$ cat src/rtl/operand_pair_sequencer_if.sv
// Bundle-in / pair-out bus of operand_pair_sequencer.
// slave is the sequencer side; master is the matcher/MAC side that drives it.
interface operand_pair_sequencer_if #(
    parameter int BITMASK_LENGTH = 8,
    parameter int INDEX_BITWIDTH = 3,
    parameter int VALUE_BITWIDTH = 8
);
    logic                                     ivalid;
    logic                                     oready;
    logic [63:0]                              matchResult;
    logic [BITMASK_LENGTH*VALUE_BITWIDTH-1:0] valuesA;
    logic [BITMASK_LENGTH*VALUE_BITWIDTH-1:0] valuesW;
    logic                                     ovalid;
    logic                                     iready;
    logic [VALUE_BITWIDTH-1:0]                operandA;
    logic [VALUE_BITWIDTH-1:0]                operandW;
    logic [INDEX_BITWIDTH-1:0]                pairIndex;
    logic                                     olast;
    logic                                     oempty;

    modport slave (
        input  ivalid, matchResult, valuesA, valuesW, iready,
        output oready, ovalid, operandA, operandW, pairIndex, olast, oempty
    );

    modport master (
        output ivalid, matchResult, valuesA, valuesW, iready,
        input  oready, ovalid, operandA, operandW, pairIndex, olast, oempty
    );
endinterface

$ cat src/rtl/operand_pair_sequencer.sv
// Serialises the matched (activation, weight) pairs of one packed match word, one pair per handshake.
// Optional macro OPERAND_PAIR_SEQUENCER_EMPTY_MARKER_EN: emit one oempty/olast beat for count==0 bundles.
module operand_pair_sequencer #(
    parameter int BITMASK_LENGTH = 8,
    parameter int INDEX_BITWIDTH = 3,
    parameter int COUNT_BITWIDTH = 4,
    parameter int VALUE_BITWIDTH = 8
) (
    input logic                     clock,
    input logic                     resetn,
    operand_pair_sequencer_if.slave bus
);
    localparam int IDX_FIELD_W = BITMASK_LENGTH * INDEX_BITWIDTH;
    localparam int CNT_LSB     = 2 * IDX_FIELD_W;
    localparam int VEC_W       = BITMASK_LENGTH * VALUE_BITWIDTH;
    localparam logic [COUNT_BITWIDTH-1:0] MAX_COUNT = COUNT_BITWIDTH'(BITMASK_LENGTH);

    typedef enum logic {
        IDLE  = 1'b0,
        ISSUE = 1'b1
    } state_t;

    state_t                    state_q, state_d;
    logic [IDX_FIELD_W-1:0]    idx_a_q, idx_a_d;
    logic [IDX_FIELD_W-1:0]    idx_w_q, idx_w_d;
    logic [VEC_W-1:0]          vals_a_q, vals_a_d;
    logic [VEC_W-1:0]          vals_w_q, vals_w_d;
    logic [COUNT_BITWIDTH-1:0] count_q, count_d;
    logic [INDEX_BITWIDTH-1:0] k_q, k_d, k_inc;
    logic [VALUE_BITWIDTH-1:0] op_a_q, op_a_d;
    logic [VALUE_BITWIDTH-1:0] op_w_q, op_w_d;
    logic                      last_q, last_d;
`ifdef OPERAND_PAIR_SEQUENCER_EMPTY_MARKER_EN
    logic                      empty_q, empty_d;
`endif

    logic [COUNT_BITWIDTH-1:0] count_raw, count_in;
    logic                      accept;
    logic                      start_bundle;
    logic                      unused_match_bits;

    // Entry idx[k] of a compressed value vector.
    function automatic logic [VALUE_BITWIDTH-1:0] pick_value(
        input logic [VEC_W-1:0]          vec,
        input logic [IDX_FIELD_W-1:0]    idx,
        input logic [INDEX_BITWIDTH-1:0] k
    );
        logic [INDEX_BITWIDTH-1:0] entry;
        entry = idx[int'(k)*INDEX_BITWIDTH +: INDEX_BITWIDTH];
        return vec[int'(entry)*VALUE_BITWIDTH +: VALUE_BITWIDTH];
    endfunction

    function automatic logic is_last(
        input logic [INDEX_BITWIDTH-1:0] k,
        input logic [COUNT_BITWIDTH-1:0] count
    );
        return COUNT_BITWIDTH'(k) == (count - COUNT_BITWIDTH'(1));
    endfunction

    assign count_raw         = bus.matchResult[CNT_LSB +: COUNT_BITWIDTH];
    assign count_in          = (count_raw > MAX_COUNT) ? MAX_COUNT : count_raw;
    assign unused_match_bits = ^bus.matchResult[63:CNT_LSB+COUNT_BITWIDTH];
    assign k_inc             = k_q + 1'b1;

    // A new bundle may land on the same edge the last beat leaves, so oready follows iready directly.
    assign bus.oready = (state_q == IDLE) || ((state_q == ISSUE) && last_q && bus.iready);
    assign accept     = bus.ivalid && bus.oready;

    always_comb begin
        // NOTE: every next value defaults to a hold first, so no path through this block infers a latch.
        state_d      = state_q;
        idx_a_d      = idx_a_q;
        idx_w_d      = idx_w_q;
        vals_a_d     = vals_a_q;
        vals_w_d     = vals_w_q;
        count_d      = count_q;
        k_d          = k_q;
        op_a_d       = op_a_q;
        op_w_d       = op_w_q;
        last_d       = last_q;
`ifdef OPERAND_PAIR_SEQUENCER_EMPTY_MARKER_EN
        empty_d      = empty_q && !bus.iready;
`endif
        start_bundle = 1'b0;

        case (state_q)
            IDLE: start_bundle = accept;
            ISSUE: begin
                if (bus.iready) begin
                    if (!last_q) begin
                        k_d    = k_inc;
                        op_a_d = pick_value(vals_a_q, idx_a_q, k_inc);
                        op_w_d = pick_value(vals_w_q, idx_w_q, k_inc);
                        last_d = is_last(k_inc, count_q);
                    end else if (accept) begin
                        start_bundle = 1'b1;
                    end else begin
                        state_d = IDLE;
                        k_d     = '0;
                        op_a_d  = '0;
                        op_w_d  = '0;
                        last_d  = 1'b0;
                    end
                end
            end
            default: state_d = IDLE;
        endcase

        // Pair 0 comes straight off the inputs so the first beat follows the accept edge.
        if (start_bundle) begin
            idx_a_d  = bus.matchResult[0 +: IDX_FIELD_W];
            idx_w_d  = bus.matchResult[IDX_FIELD_W +: IDX_FIELD_W];
            vals_a_d = bus.valuesA;
            vals_w_d = bus.valuesW;
            count_d  = count_in;
            k_d      = '0;
            if (count_in != '0) begin
                state_d = ISSUE;
                op_a_d  = pick_value(bus.valuesA, idx_a_d, '0);
                op_w_d  = pick_value(bus.valuesW, idx_w_d, '0);
                last_d  = (count_in == COUNT_BITWIDTH'(1));
            end else begin
`ifdef OPERAND_PAIR_SEQUENCER_EMPTY_MARKER_EN
                state_d = ISSUE;
                op_a_d  = '0;
                op_w_d  = '0;
                last_d  = 1'b1;
                empty_d = 1'b1;
`else
                state_d = IDLE;
                op_a_d  = '0;
                op_w_d  = '0;
                last_d  = 1'b0;
`endif
            end
        end
    end

    // NOTE: sequential state uses non-blocking assignments so every flop samples pre-edge values.
    always_ff @(posedge clock or negedge resetn) begin
        if (!resetn) begin
            state_q  <= IDLE;
            // NOTE: the bundle registers are reset too, so nothing undefined reaches the operand path.
            idx_a_q  <= '0;
            idx_w_q  <= '0;
            vals_a_q <= '0;
            vals_w_q <= '0;
            count_q  <= '0;
            k_q      <= '0;
            op_a_q   <= '0;
            op_w_q   <= '0;
            last_q   <= 1'b0;
        end else begin
            state_q  <= state_d;
            idx_a_q  <= idx_a_d;
            idx_w_q  <= idx_w_d;
            vals_a_q <= vals_a_d;
            vals_w_q <= vals_w_d;
            count_q  <= count_d;
            k_q      <= k_d;
            op_a_q   <= op_a_d;
            op_w_q   <= op_w_d;
            last_q   <= last_d;
        end
    end

`ifdef OPERAND_PAIR_SEQUENCER_EMPTY_MARKER_EN
    always_ff @(posedge clock or negedge resetn) begin
        if (!resetn) begin
            empty_q <= 1'b0;
        end else begin
            empty_q <= empty_d;
        end
    end

    assign bus.oempty = empty_q;
`else
    assign bus.oempty = 1'b0;
`endif

    assign bus.ovalid    = (state_q == ISSUE);
    assign bus.operandA  = op_a_q;
    assign bus.operandW  = op_w_q;
    assign bus.pairIndex = k_q;
    assign bus.olast     = last_q;
endmodule

$ cat src/flat_wrapper.sv
// flat-port wrapper written by rule: the top's interface ports become plain ports
module operand_pair_sequencer_flat 
#(
    parameter int BITMASK_LENGTH = 8,
    parameter int INDEX_BITWIDTH = 3,
    parameter int COUNT_BITWIDTH = 4,
    parameter int VALUE_BITWIDTH = 8
)
  (clock, resetn, bus_ivalid, bus_matchResult, bus_valuesA, bus_valuesW, bus_iready, bus_oready, bus_ovalid, bus_operandA, bus_operandW, bus_pairIndex, bus_olast, bus_oempty);
  operand_pair_sequencer_if #(.BITMASK_LENGTH(BITMASK_LENGTH), .INDEX_BITWIDTH(INDEX_BITWIDTH), .VALUE_BITWIDTH(VALUE_BITWIDTH)) bus_i ();
  input logic clock;
  input logic resetn;
  input wire logic [$bits(bus_i.ivalid)-1:0] bus_ivalid;
  input wire logic [$bits(bus_i.matchResult)-1:0] bus_matchResult;
  input wire logic [$bits(bus_i.valuesA)-1:0] bus_valuesA;
  input wire logic [$bits(bus_i.valuesW)-1:0] bus_valuesW;
  input wire logic [$bits(bus_i.iready)-1:0] bus_iready;
  output wire logic [$bits(bus_i.oready)-1:0] bus_oready;
  output wire logic [$bits(bus_i.ovalid)-1:0] bus_ovalid;
  output wire logic [$bits(bus_i.operandA)-1:0] bus_operandA;
  output wire logic [$bits(bus_i.operandW)-1:0] bus_operandW;
  output wire logic [$bits(bus_i.pairIndex)-1:0] bus_pairIndex;
  output wire logic [$bits(bus_i.olast)-1:0] bus_olast;
  output wire logic [$bits(bus_i.oempty)-1:0] bus_oempty;
  assign bus_i.ivalid = bus_ivalid;
  assign bus_i.matchResult = bus_matchResult;
  assign bus_i.valuesA = bus_valuesA;
  assign bus_i.valuesW = bus_valuesW;
  assign bus_i.iready = bus_iready;
  assign bus_oready = bus_i.oready;
  assign bus_ovalid = bus_i.ovalid;
  assign bus_operandA = bus_i.operandA;
  assign bus_operandW = bus_i.operandW;
  assign bus_pairIndex = bus_i.pairIndex;
  assign bus_olast = bus_i.olast;
  assign bus_oempty = bus_i.oempty;
  operand_pair_sequencer #(.BITMASK_LENGTH(BITMASK_LENGTH), .INDEX_BITWIDTH(INDEX_BITWIDTH), .COUNT_BITWIDTH(COUNT_BITWIDTH), .VALUE_BITWIDTH(VALUE_BITWIDTH)) u_core (.clock(clock), .resetn(resetn), .bus(bus_i));
endmodule
$ cat config.mk
export PLATFORM = sky130hd
export DESIGN_NAME = operand_pair_sequencer_flat
export DESIGN_NICKNAME = d
export VERILOG_FILES = /design/src/rtl/operand_pair_sequencer_if.sv /design/src/rtl/operand_pair_sequencer.sv /design/src/flat_wrapper.sv
export SDC_FILE = /design/constraint.sdc
export NUM_CORES = 1
export LEC_CHECK = 0
export ABC_AREA = 1
export CAP_MARGIN = 15
export CORE_UTILIZATION = 50
export CTS_CLUSTER_DIAMETER = 120
export DETAILED_ROUTE_END_ITERATION = 16
export PLACE_DENSITY = 0.78
export SLEW_MARGIN = 5
export SYNTH_ARGS = -nofsm -noshare
export SYNTH_HDL_FRONTEND = slang
export SYNTH_SLANG_ARGS = --single-unit
$ cat constraint.sdc
create_clock -name clock -period 2.34 [get_ports clock]
set_input_delay 0.585 -clock clock [delete_from_list [all_inputs] [get_ports clock]]
set_output_delay 0.585 -clock clock [all_outputs]
set_load 0.005 [all_outputs]
======== Yosys cells after proc, flatten, opt, wreduce, memory -nomap -nowiden ========
Cells that the tools add are included.
storage, ports and cells
  register bits ........................... 201
  output and inout port bits .............. 23
cells by class
  bitwise gates (word level) .............. 1
  reduce and logical (&&, ||, !) cells .... 9
  eq/ne operators ......................... 3
  multiply operators ...................... 1
  magnitude comparators ................... 1
  add/subtract/negate cells ............... 2
  multiplexer cells ....................... 31
  shift-type cells ........................ 6
operator list
  cell                                                                   count
  64-bit by 7-bit indexed part select with 8-bit output                  4
  8-bit 2-to-1 mux                                                       11
  24-bit by 32-bit indexed part select with 3-bit output                 2
  3-bit 2-to-1 mux                                                       5
  1-bit 2-to-1 mux                                                       13
  3-bit by 2-bit multiplier with 5-bit output, second input constant     1
  3-bit by 4-bit equality test with 1-bit output                         1
  4-bit by 1-bit equality test with 1-bit output, second input constant  1
  4-bit > comparator, second input constant                              1
  4-bit 2-to-1 mux                                                       1
  2-bit nonzero test                                                     2
  4-bit nonzero test                                                     1
  4-bit by 1-bit subtractor with 4-bit output, second input constant     1
  3-bit by 1-bit adder with 3-bit output, second input constant          1
  1-bit logical AND                                                      3
  3-bit != test, second input constant                                   1
  3-bit AND reduction                                                    1
  1-bit case mux with 2 select lines                                     1
  2-bit AND reduction                                                    1
  1-bit logical OR                                                       1
  1-bit inverter                                                         1

======== Depth between registers and ports, before layout ========
Gate-level depths: netlist of the first run.
  word-level depth ........................ 10
  gate-level depth with buffers ........... 13
  mapped depth without buffers ............ 11

======== Least setup slack after synthesis of the first run ========
OpenSTA, ideal clock, no wires.
  path kind ............................... register to register
  from .................................... reg u_core.k_q[0] (netlist: u_core.bus.pairIndex[0])
  to ...................................... reg u_core.op_w_q[0] (netlist: u_core.bus.operandW[0])
  buffers on the path ..................... 3
  stages on the path, launching flop included .. 14
  setup time .............................. 77 ps
  path slack .............................. 238 ps
  data arrival time ....................... 2025 ps
  cell sequence ........................... dfrtp_1 ha_1 buf_4 inv_2 buf_4 nand3_1 nand2_1 nand2_1 nand2_1 buf_2 nand3_1 nand3_1 nand3_1 a21oi_1
on the way
  cells in the longest elaborated chain, start to end .. 8
RTL lines
  element                                                 RTL line                       source
  start, declared                                         operand_pair_sequencer.sv:29   logic [INDEX_BITWIDTH-1:0] k_q, k_d, k_inc;
  start signal, assigned                                  operand_pair_sequencer.sv:160  k_q <= k_d;
  3-bit by 1-bit adder with 3-bit output                  operand_pair_sequencer.sv:63   assign k_inc = k_q + 1'b1;
  3-bit by 2-bit multiplier with 5-bit output             operand_pair_sequencer.sv:49   entry = idx[int'(k)*INDEX_BITWIDTH +: INDEX_BITWIDTH];
  24-bit by 32-bit indexed part select with 3-bit output  operand_pair_sequencer.sv:49
  64-bit by 7-bit indexed part select with 8-bit output   operand_pair_sequencer.sv:50   return vec[int'(entry)*VALUE_BITWIDTH +: VALUE_BITWIDTH];
  8-bit 2-to-1 mux                                        operand_pair_sequencer.sv:90   if (!last_q) begin
  8-bit 2-to-1 mux                                        operand_pair_sequencer.sv:89   if (bus.iready) begin
  8-bit 2-to-1 mux                                        operand_pair_sequencer.sv:86   case (state_q)
  8-bit 2-to-1 mux                                        operand_pair_sequencer.sv:110  if (start_bundle) begin
  end signal, assigned                                    operand_pair_sequencer.sv:162  op_w_q <= op_w_d;
  end, declared                                           operand_pair_sequencer.sv:31   logic [VALUE_BITWIDTH-1:0] op_w_q, op_w_d;
Every way passes these cells. The select of a mux whose other input is x is not followed.
A chain may end at the register's enable or synchronous reset.

======== Worst setup path in the final report of the first run ========
  from .................................... in bus_iready
  to ...................................... out bus_oready
on the way
  cells in the longest elaborated chain, start to end .. 2
RTL lines
  element            RTL line                      source
  start, declared    flat_wrapper.sv:17            input wire logic [$bits(bus_i.iready)-1:0] bus_iready;
  1-bit logical AND  operand_pair_sequencer.sv:66  assign bus.oready = (state_q == IDLE) || ((state_q == ISSUE) && last_q && bus.iready);
  1-bit logical OR   operand_pair_sequencer.sv:66
  end, declared      flat_wrapper.sv:18            output wire logic [$bits(bus_i.oready)-1:0] bus_oready;
Every way passes these cells.

==> flow_metrics.py, run 1 <==
metrics = {
    "outcome": {
        "outcome": "complete, no violations",
    },
    "flow_run": {
        "drv_cap": 0,
    },
    "cells_and_area": {
        "nNetsFinal": 1873,
        "fin_area_mm2": 0.0143,
        "final_cell_mix": "nand2_1 (434), clkdlybuf4s50_1 (204), dfrtp_1 (199)",
        "num_antenna_cells": 0,
        "syn_to_final_growth_pct": 32.1,
        "final_common_cell": "nand2_1",
        "drive_gt1_share_pct": 6.09,
    },
    "routing": {
        "remaining_drc_errors": 0,
        "wl_per_cell_um": 17.0,
        "dr.first_iter.drc_count": 1037,
        "drt_wl_total_um": 33400,
        "drtPass1Iterations": 6,
        "routed-via-count": 10900,
        "avgViaCountPerCell": 5.55,
        "drtAntennaViolNets": 0,
    },
    "cts": {
        "cts_root_buffer": "clkbuf_16",
        "postCtsSetupRepairBufs": 0,
        "numCtsBuffers": 23,
        "ctsHtreeMaxLevel": 1,
        "clk_pin_slew_worst_paths_ns": 0.06,
        "clock_latency_ns": 0.52,
        "cts_tree": "yes",
        "cts.sinks": 201,
        "cts_max_path_buffers": 3,
    },
    "grt": {
        "track_usage_pct": 30.5,
        "grt_max_degree": 101,
        "grt_pass1_wl_um": 53400,
        "gr-total-overflow": 0,
        "grt_pass1_vias": 10500,
        "grt_antenna_before_repair": 0,
    },
    "floorplan": {
        "fp.dieW_um": 149,
        "core_mm2": 0.0211,
        "initial_utilization_pct": 51.2,
        "design.die.area_mm2": 0.0222,
        "ios": 219,
        "die_y_um": 149,
        "num_rows": 53,
    },
    "yosys": {
        "ys.warnings.count": 0,
        "synth_flop_cell": "dfrtp_1",
        "synthesis.nets": 1687,
        "netlist_instances": 1489,
        "synth_seq_cells": 201,
        "synth_cell_types": 27,
        "ys_seq_area_share_pct": 46.6,
        "syn_avg_cell_area_um2": 7.25,
        "netlist_area_mm2": 0.0108,
        "postSynth.asyncResetShare_pct": 100,
        "synth_edf_count": 0,
    },
    "sta": {
        "finClkSkew_ns": 0.0241,
        "final.setup.tns_ns": 0,
        "finalMaxSlewViolations": 0,
        "fmax_mhz": 437,
        "rsz0062_at_grt": "false",
        "setup_ws_ns": 0.0515,
        "tightest_slew_ns": 0.508,
        "hold_violations": 0,
        "setup_viol": 0,
        "maxSlewHeadroom_pct": 66.1,
        "finalCritPeriodShare_pct": 97.8,
        "finalCriticalPeriod_ns": 2.29,
    },
    "placed_design": {
        "dpl-instance-area_mm2": 0.0134,
        "numPortBuffers": 205,
        "dp_slack_ns": 0.0332,
        "place_congestion": 0.967,
        "hpwl_um": 23000,
    },
    "pwr": {
        "power_density_mw_per_mm2": 1520,
        "max-vdd-ir-drop_v": 0.000952,
        "leakagePower_uw": 0.00688,
    },
    "worst_setup_path": {
        "cp_max_fo": 2,
        "max_stage_delay_ns": 0.50,
        "cp-end-kind": "output port",
        "cp_cell_sequence": "clkdlybuf4s50_1, nand2_1, nand2_1, clkdlybuf4s50_1",
        "required_ns": 1.75,
        "slowest_stage": "clkdlybuf4s50_1",
        "path_class": "in -> out",
        "cp.buffers_inverters": 2,
        "path_delay_family": "buffers and inverters",
        "startpoint_type": "input pin",
        "crit_arrival_ns": 1.70,
    },
    "worst_hold_path": {
        "hp-class": "in -> async",
    },
}
-- synthesized netlist by cell type (17+ instances only) --
cell type | instances | share of area, %
nand2_1 | 435 | 15
dfrtp_1 | 201 | 47
o21ai_0 | 192 | 8.9
nand3_1 | 185 | 8.6
inv_1 | 181 | 6.3
clkbuf_1 | 68 | 2.4
a21oi_1 | 57 | 2.6
nor2_1 | 53 | 1.8
nand3b_1 | 35 | 2.4
o211ai_1 | 30 | 2.1
buf_2 | 17 | 0.79
-- final timing paths --
path | from | endpoint | slack, ns | cells past startpoint
worst max-delay path | bus_iready | bus_oready | 0.05 | 4
worst min-delay path | resetn | u_core.idx_a_q[18] | 0.03 | 1
worst max register to register | u_core.bus.pairIndex[0] | u_core.bus.operandW[7] | 0.14 | 10
worst min register to register | u_core.vals_w_q[24] | u_core.vals_w_q[24] | 0.47 | 2
max in group asynchronous | resetn | u_core.vals_a_q[40] | 1.59 | 2
min in group clock | u_core.vals_w_q[24] | u_core.vals_w_q[24] | 0.47 | 2
-- per-layer routing --
metal	track usage, %	share of wire, %	wire (um)
met5	0	0	0
met4	12.7	3.7	1240
met3	4.37	8.8	2940
met2	49.4	47	15800
met1	41.1	40	13400
-- logic make-up (layout without fill, tap and decap cells) --
group	after synthesis	in the layout	synth area share [%]
AND/OR/NAND/NOR	715	715	28.5
AO/OA/AOI/OAI	286	286	14.0
buffers and inverters	279	481	10.1
flip-flops	201	201	46.6
XOR/XNOR	5	5	0.545
adder cells (fa/ha/maj)	2	2	0.232
other	1	1	0.0348
-- layout make-up --
| cell class | instances | area, um2 |
|---|---|---|
| fillers | 1760 | 6830 |
| flip-flops and latches | 201 | 5030 |
| multi-input cells | 1009 | 4690 |
| repair buffers | 256 | 2710 |
| inverters | 184 | 696 |
| clock buffers | 31 | 676 |
| well taps | 275 | 344 |
| clock inverters | 10 | 110 |
-- state kept, by name (all words and copies together), names as in the netlist --
register	count
u_core.idx_a_q	24
u_core.bus.operandW	8
u_core.vals_w_q	64
u_core.bus.ovalid	1
u_core.vals_a_q	64
u_core.bus.operandA	8
u_core.bus.olast	1
u_core.bus.pairIndex	3
u_core.count_q	4
u_core.idx_w_q	24
-- worst register-to-register path, stage by stage (launching register included) --
cell     delay [ns]
dfrtp_2        0.45
ha_4           0.19
xnor2_2        0.32
nand3_1        0.25
nand2_1        0.17
buf_12         0.21
nand2_1        0.07
nand3_1        0.13
nand3_1        0.09
nand3_1        0.11
a21oi_1        0.08
-- report_power, final --
part | internal (uW) | switching, uW | leakage [uW]
registers | 5160 | 770 | 0.00247
clock network | 2250 | 1470 | 0.000397
logic | 4730 | 7230 | 0.00401
total | 12100 | 9480 | 0.00688
-- through the flow --
step | instances | hold slack, ns | total power [uW] | util, %
finish | 1966 | 0.0294 | 21600 | 67.6
global route | 1966 | 0.0703 | 23300 | 67.6
CTS | 1966 | 0.0501 | 21500 | 67.5
detailed placement | 1925 | 0.456 | 17700 | 63.8
global placement | 1925 | 0.452 | 17400 | 63.8
floorplan | 1489 | 0.289 | 13200 | -
-- what timing repair did --
action                     CTS  global route
setup endpoints to repair    0            13
gates resized for setup      0             6
hold buffers                 0             0
Power figures use the tool's default switching activity.
==> run 2, diff against run 1 <==
- PLACE_DENSITY: 0.78 -> 0.8
==> flow_metrics.py, run 2 (same netlist as run 1, synthesis figures left out) <==
metrics = {
    "worst_setup_path": {
        "crit_end": "u_core.bus.operandA[3]",
        "required_ns": 2.76,
        "cp_common_cell": "nand3_1",
        "cp-end-kind": "flip-flop",
        "cp_cell_sequence": "buf_6, clkinvlp_4, buf_4, nand2_1, nand3_1, nand3_2, nand2_1, buf_12, nand2_1, nand3_1, nand3_1, nand3_1, a21oi_1",
        "reg2regPathDepth": 13,
        "cp_max_fo": 32,
        "crit_arrival_ns": 2.64,
        "timing.rr.start": "u_core.bus.pairIndex[0]",
        "crit_start": "u_core.bus.pairIndex[0]",
        "worstReg2RegEnd": "u_core.bus.operandA[3]",
        "max_stage_delay_ns": 0.42,
        "r2r_slack_ns": 0.13,
        "slowest_stage": "dfrtp_1",
        "path_class": "reg -> reg",
        "startpoint_type": "flip-flop",
    },
    "cts": {
        "clock_latency_ns": 0.51,
        "cts_max_path_buffers": 3,
        "cts.sinks": 201,
        "numCtsBuffers": 23,
        "hold_buffers": 0,
        "clk_pin_slew_worst_paths_ns": 0.06,
        "cts_tree": "yes",
        "ctsHtreeMaxLevel": 1,
        "cts_root_buffer": "clkbuf_16",
    },
    "cells_and_area": {
        "final_cell_mix": "nand2_1 (433), clkdlybuf4s50_1 (202), dfrtp_1 (201)",
        "regArea_mm2": 0.00503,
        "reg.largest.list": "u_core.vals_a_q: 64 flops, u_core.vals_w_q: 64 flops",
        "drive_gt1_share_pct": 6.35,
        "num_antenna_cells": 0,
        "multi_input_area_mm2": 0.00469,
        "nFillCells": 1728,
        "final_common_cell": "nand2_1",
        "nNetsFinal": 1884,
        "syn_to_final_growth_pct": 32.8,
    },
    "grt": {
        "gr-total-overflow": 0,
        "track_usage_pct": 30.4,
        "grt_antenna_before_repair": 0,
        "grt_max_degree": 108,
        "grt_pass1_vias": 10400,
        "grt_pass1_wl_um": 53000,
    },
    "sta": {
        "finalCriticalPeriod_ns": 2.21,
        "maxSlewHeadroom_pct": 65.8,
        "hold_violations": 0,
        "rsz0062_at_grt": "true",
        "setup_ws_ns": 0.127,
        "finClkSkew_ns": 0.0109,
        "tightest_slew_ns": 0.514,
        "finalCritPeriodShare_pct": 94.6,
        "setup_viol": 0,
        "fmax_mhz": 452,
        "finalMaxSlewViolations": 0,
    },
    "outcome": {
        "outcome": "complete, no violations",
    },
    "floorplan": {
        "fp.dieW_um": 149,
        "num_rows": 53,
        "core_mm2": 0.0211,
        "die_y_um": 149,
        "design.die.area_mm2": 0.0222,
        "ios": 219,
        "initial_utilization_pct": 51.2,
    },
    "routing": {
        "avgViaCountPerCell": 5.54,
        "routed-via-count": 10900,
        "dr.first_iter.drc_count": 1062,
        "drt_wl_total_um": 33700,
        "wl_per_cell_um": 17.1,
        "drtPass1Iterations": 5,
        "drtAntennaViolNets": 0,
        "remaining_drc_errors": 0,
    },
    "flow_run": {
        "drv_cap": 0,
    },
    "pwr": {
        "power.share.clock_pct": 16.8,
        "p_sw_share_pct": 43.8,
        "power_density_mw_per_mm2": 1520,
        "leakagePower_uw": 0.00694,
        "internal_power_uw": 12200,
        "comb_power_share_pct": 56.1,
        "max-vdd-ir-drop_v": 0.00125,
        "net-switching-power_uw": 9530,
        "seqPwrFrac_pct": 27.1,
        "total_power_uw": 21800,
    },
    "placed_design": {
        "place_congestion": 0.897,
        "hpwl_um": 23000,
        "numPortBuffers": 205,
        "dp_slack_ns": -0.0305,
    },
    "worst_hold_path": {
        "hp-class": "in -> async",
    },
}
==> run 2: cell type report <==
| class | instances | share of cell area, % |
|---|---|---|
| sequential | 201 | 35.1 |
| inverter | 184 | 4.88 |
| clock buffer | 31 | 4.51 |
| tap | 275 | 2.40 |
| clock inverter | 8 | 0.803 |
| multi-input combinational | 1009 | 32.8 |
| timing repair buffer | 267 | 19.6 |
==> run 2: stage by stage <==
stage                     hold WS (ns)  cell area [um2]  instances  utilization [%]  setup TNS [ns]
after floorplan                  0.289            10800       1489                -               0
after global placement           0.452            13400       1928             63.8         -0.0116
after detailed placement         0.457            13400       1928             63.8         -0.0305
after CTS                       0.0674            14200       1967             67.5               0
after global routing            0.0930            14300       1975             67.9         -0.0359
final                           0.0572            14300       1975             67.9               0
==> run 2: worst min-delay path by stage <==
stage / start / endpoint / depth (start not counted)
finish: resetn / u_core.idx_a_q[12] / 1
global route: resetn / u_core.idx_a_q[18] / 1
CTS: resetn / u_core.bus.ovalid / 1
detailed placement: u_core.vals_w_q[13] / u_core.vals_w_q[13] / 2
global placement: u_core.vals_w_q[26] / u_core.vals_w_q[26] / 2
floorplan: resetn / u_core.bus.olast / 0
==> run 2: routing by layer <==
metal / track usage [%] / wire (um)
met5: 0 / 0
met4: 11.8 / 1330
met3: 4.68 / 3320
met2: 50.3 / 15800
met1: 40.1 / 13200
==> run 2: power groups by stage <==
stage | clock (uW) | sequential (uW) | combinational, uW
global placement | 0 | 5850 | 11500
CTS | 3690 | 5860 | 11900
detailed placement | 0 | 5900 | 11800
global route | 3840 | 6050 | 13400
floorplan | 0 | 5740 | 7430
finish | 3660 | 5890 | 12200
==> run 2: repair_timing <==
| action | 4_1_cts | 5_1_grt |
|---|---|---|
| setup buffers | 0 | 7 |
| resized for setup | 5 | 6 |
| gates cloned | 0 | 1 |
| pin swaps | 0 | 1 |
| endpoints found under the setup margin | 2 | 15 |
==> run 2: critical path, delay by kind of cell (launching register included) <==
kind	cells	cell delay (ns)
AND/OR/NAND/NOR	8	0.80
flip-flops	1	0.42
buffers and inverters	4	0.77
AO/OA/AOI/OAI	1	0.13
==> run 3, diff against run 2 <==
- ABC_CLOCK_PERIOD_IN_PS: not set -> 2340
- CTS_BUF_LIST: not set -> sky130_fd_sc_hd__clkbuf_4
- HOLD_SLACK_MARGIN: not set -> 0.1
==> flow_metrics.py, run 3 (same netlist as run 1, synthesis figures left out) <==
metrics = {
    "outcome": {
        "outcome": "complete, no violations",
    },
    "grt": {
        "grt_max_degree": 108,
        "track_usage_pct": 30.9,
        "gr-total-overflow": 0,
        "grt_pass1_wl_um": 53800,
        "grt_pass1_vias": 10700,
        "grt_antenna_before_repair": 1,
    },
    "cts": {
        "cts.sinks": 201,
        "clk_pin_slew_worst_paths_ns": 0.07,
        "numCtsBuffers": 53,
        "cts_root_buffer": "clkbuf_4",
        "clock_latency_ns": 0.71,
        "cts_max_path_buffers": 3,
        "cts_tree": "yes",
        "ctsHtreeMaxLevel": 2,
    },
    "worst_setup_path": {
        "path_class": "reg -> out",
        "crit_arrival_ns": 1.72,
        "slowest_stage": "clkdlybuf4s50_1",
        "cp_cell_sequence": "buf_4, clkdlybuf4s50_1",
        "required_ns": 1.75,
        "cp_max_fo": 4,
        "startpoint_type": "flip-flop",
        "max_stage_delay_ns": 0.50,
        "cp.buffers_inverters": 2,
        "path_delay_family": "buffers and inverters",
        "cp-end-kind": "output port",
    },
    "sta": {
        "finalMaxSlewViolations": 0,
        "fmax_mhz": 434,
        "tightest_slew_ns": 0.503,
        "final.setup.tns_ns": 0,
        "whs_ns": 0.405,
        "finClkSkew_ns": 0.0765,
        "setup_viol": 0,
        "finalCritPeriodShare_pct": 98.5,
        "hold_violations": 0,
        "setup_ws_ns": 0.0350,
        "maxSlewHeadroom_pct": 66.5,
        "finalCriticalPeriod_ns": 2.31,
    },
    "floorplan": {
        "ios": 219,
        "core_mm2": 0.0211,
        "fp.dieW_um": 149,
        "num_rows": 53,
        "initial_utilization_pct": 51.2,
        "design.die.area_mm2": 0.0222,
        "die_y_um": 149,
    },
    "routing": {
        "drtPass1Iterations": 6,
        "avgViaCountPerCell": 5.56,
        "routed-via-count": 11300,
        "drt_wl_total_um": 34400,
        "drtAntennaViolNets": 0,
        "wl_per_cell_um": 16.9,
        "dr.first_iter.drc_count": 1270,
        "remaining_drc_errors": 0,
    },
    "placed_design": {
        "place_congestion": 0.897,
        "dpl-instance-area_mm2": 0.0134,
        "dp_slack_ns": -0.0305,
        "numPortBuffers": 205,
        "hpwl_um": 23000,
        "post-place-cells": 1928,
    },
    "cells_and_area": {
        "fin_cells": 2033,
        "syn_to_final_growth_pct": 33.0,
        "final_common_cell": "nand2_1",
        "fin_area_mm2": 0.0143,
        "reg.largest.list": "u_core.vals_a_q: 64 flops, u_core.vals_w_q: 64 flops",
        "nFillCells": 1728,
        "final_cell_mix": "nand2_1 (431), clkdlybuf4s50_1 (201), dfrtp_1 (200)",
        "drive_gt1_share_pct": 9.73,
        "nNetsFinal": 1917,
    },
    "flow_run": {
        "drv_cap": 0,
    },
    "pwr": {
        "power_density_mw_per_mm2": 1510,
        "leakagePower_uw": 0.00700,
        "max-vdd-ir-drop_v": 0.00126,
    },
    "worst_hold_path": {
        "hp-class": "in -> reg",
    },
}
[run 3: changes by cell type in the layout (fill, tap and decap cells not counted), moves of 4 or more]
cell       change
clkbuf_8       -4
clkinv_1      +10
clkbuf_16     -22
clkbuf_4      +80
nand3_2        +7
clkbuf_1       -4
nand3_1        -7
[run 3: metal layers]
layer  wire [um]  GRT usage (%)  vias up  share of wire (%)
met3        3720           6.70      124                 11
met5           0              0        -                  0
li1            -              -     5276                  -
met1       13200           39.7     5194                 38
met2       16000           49.6      700                 46
met4        1520           15.2        0                4.4
[run 3: area by class of cell]
cell class	count	area [um2]	share of cell area, %
Clock buffer	80	601	4.19
Timing Repair inverter	1	5.00	0.0349
Tap cell	275	344	2.40
Antenna cell	1	2.50	0.0174
Sequential cell	201	5030	35.1
Timing Repair Buffer	269	2860	19.9
Inverter	184	702	4.89
Clock inverter	13	51.3	0.358
Multi-Input combinational cell	1009	4750	33.1
[run 3: worst register-to-register path, delay by kind of cell, from the launching register on]
| kind | cells | cell delay [ns] |
|---|---|---|
| buffers and inverters | 4 | 0.56 |
| adders and majority gates | 1 | 0.31 |
| and+or+nand+nor | 5 | 0.48 |
| AOI/OAI and AO/OA | 3 | 0.42 |
| DFF | 1 | 0.39 |
[run 3: stage by stage]
step / utilization (%) / power [uW]
after floorplan: - / 13200
after global placement: 63.8 / 17300
after detailed placement: 63.8 / 17700
after CTS: 67.2 / 20900
after global routing: 68.0 / 23300
final: 68.0 / 21700
[run 3: path summary, 6_finish.rpt]
check | startpoint | endpoint | slack [ns] | depth (start not counted)
worst max-delay path | u_core.bus.olast | bus_olast | 0.03 | 2
worst min-delay path | bus_matchResult[28] | u_core.idx_w_q[4] | 0.41 | 3
worst max register to register | u_core.bus.pairIndex[0] | u_core.bus.operandW[3] | 0.05 | 13
worst min register to register | u_core.vals_a_q[14] | u_core.vals_a_q[14] | 0.47 | 2
max in group asynchronous | resetn | u_core.vals_w_q[7] | 1.18 | 3
min in group asynchronous | resetn | u_core.bus.ovalid | 0.42 | 2
[run 3: power by group]
group          internal [uW]  switching (uW)
Clock                   1550            1490
Sequential              5150             735
Combinational           5150            7630
Total                  11800            9860
[run 3: repair_timing]
item / CTS / global route
hold buffers: 1 / 0
setup buffers: 2 / 4
endpoints found under the setup margin: 3 / 18
cloned: 1 / 3
endpoints found under the hold margin: 52 / 0
pin swaps: 0 / 6
resized for setup: 10 / 17
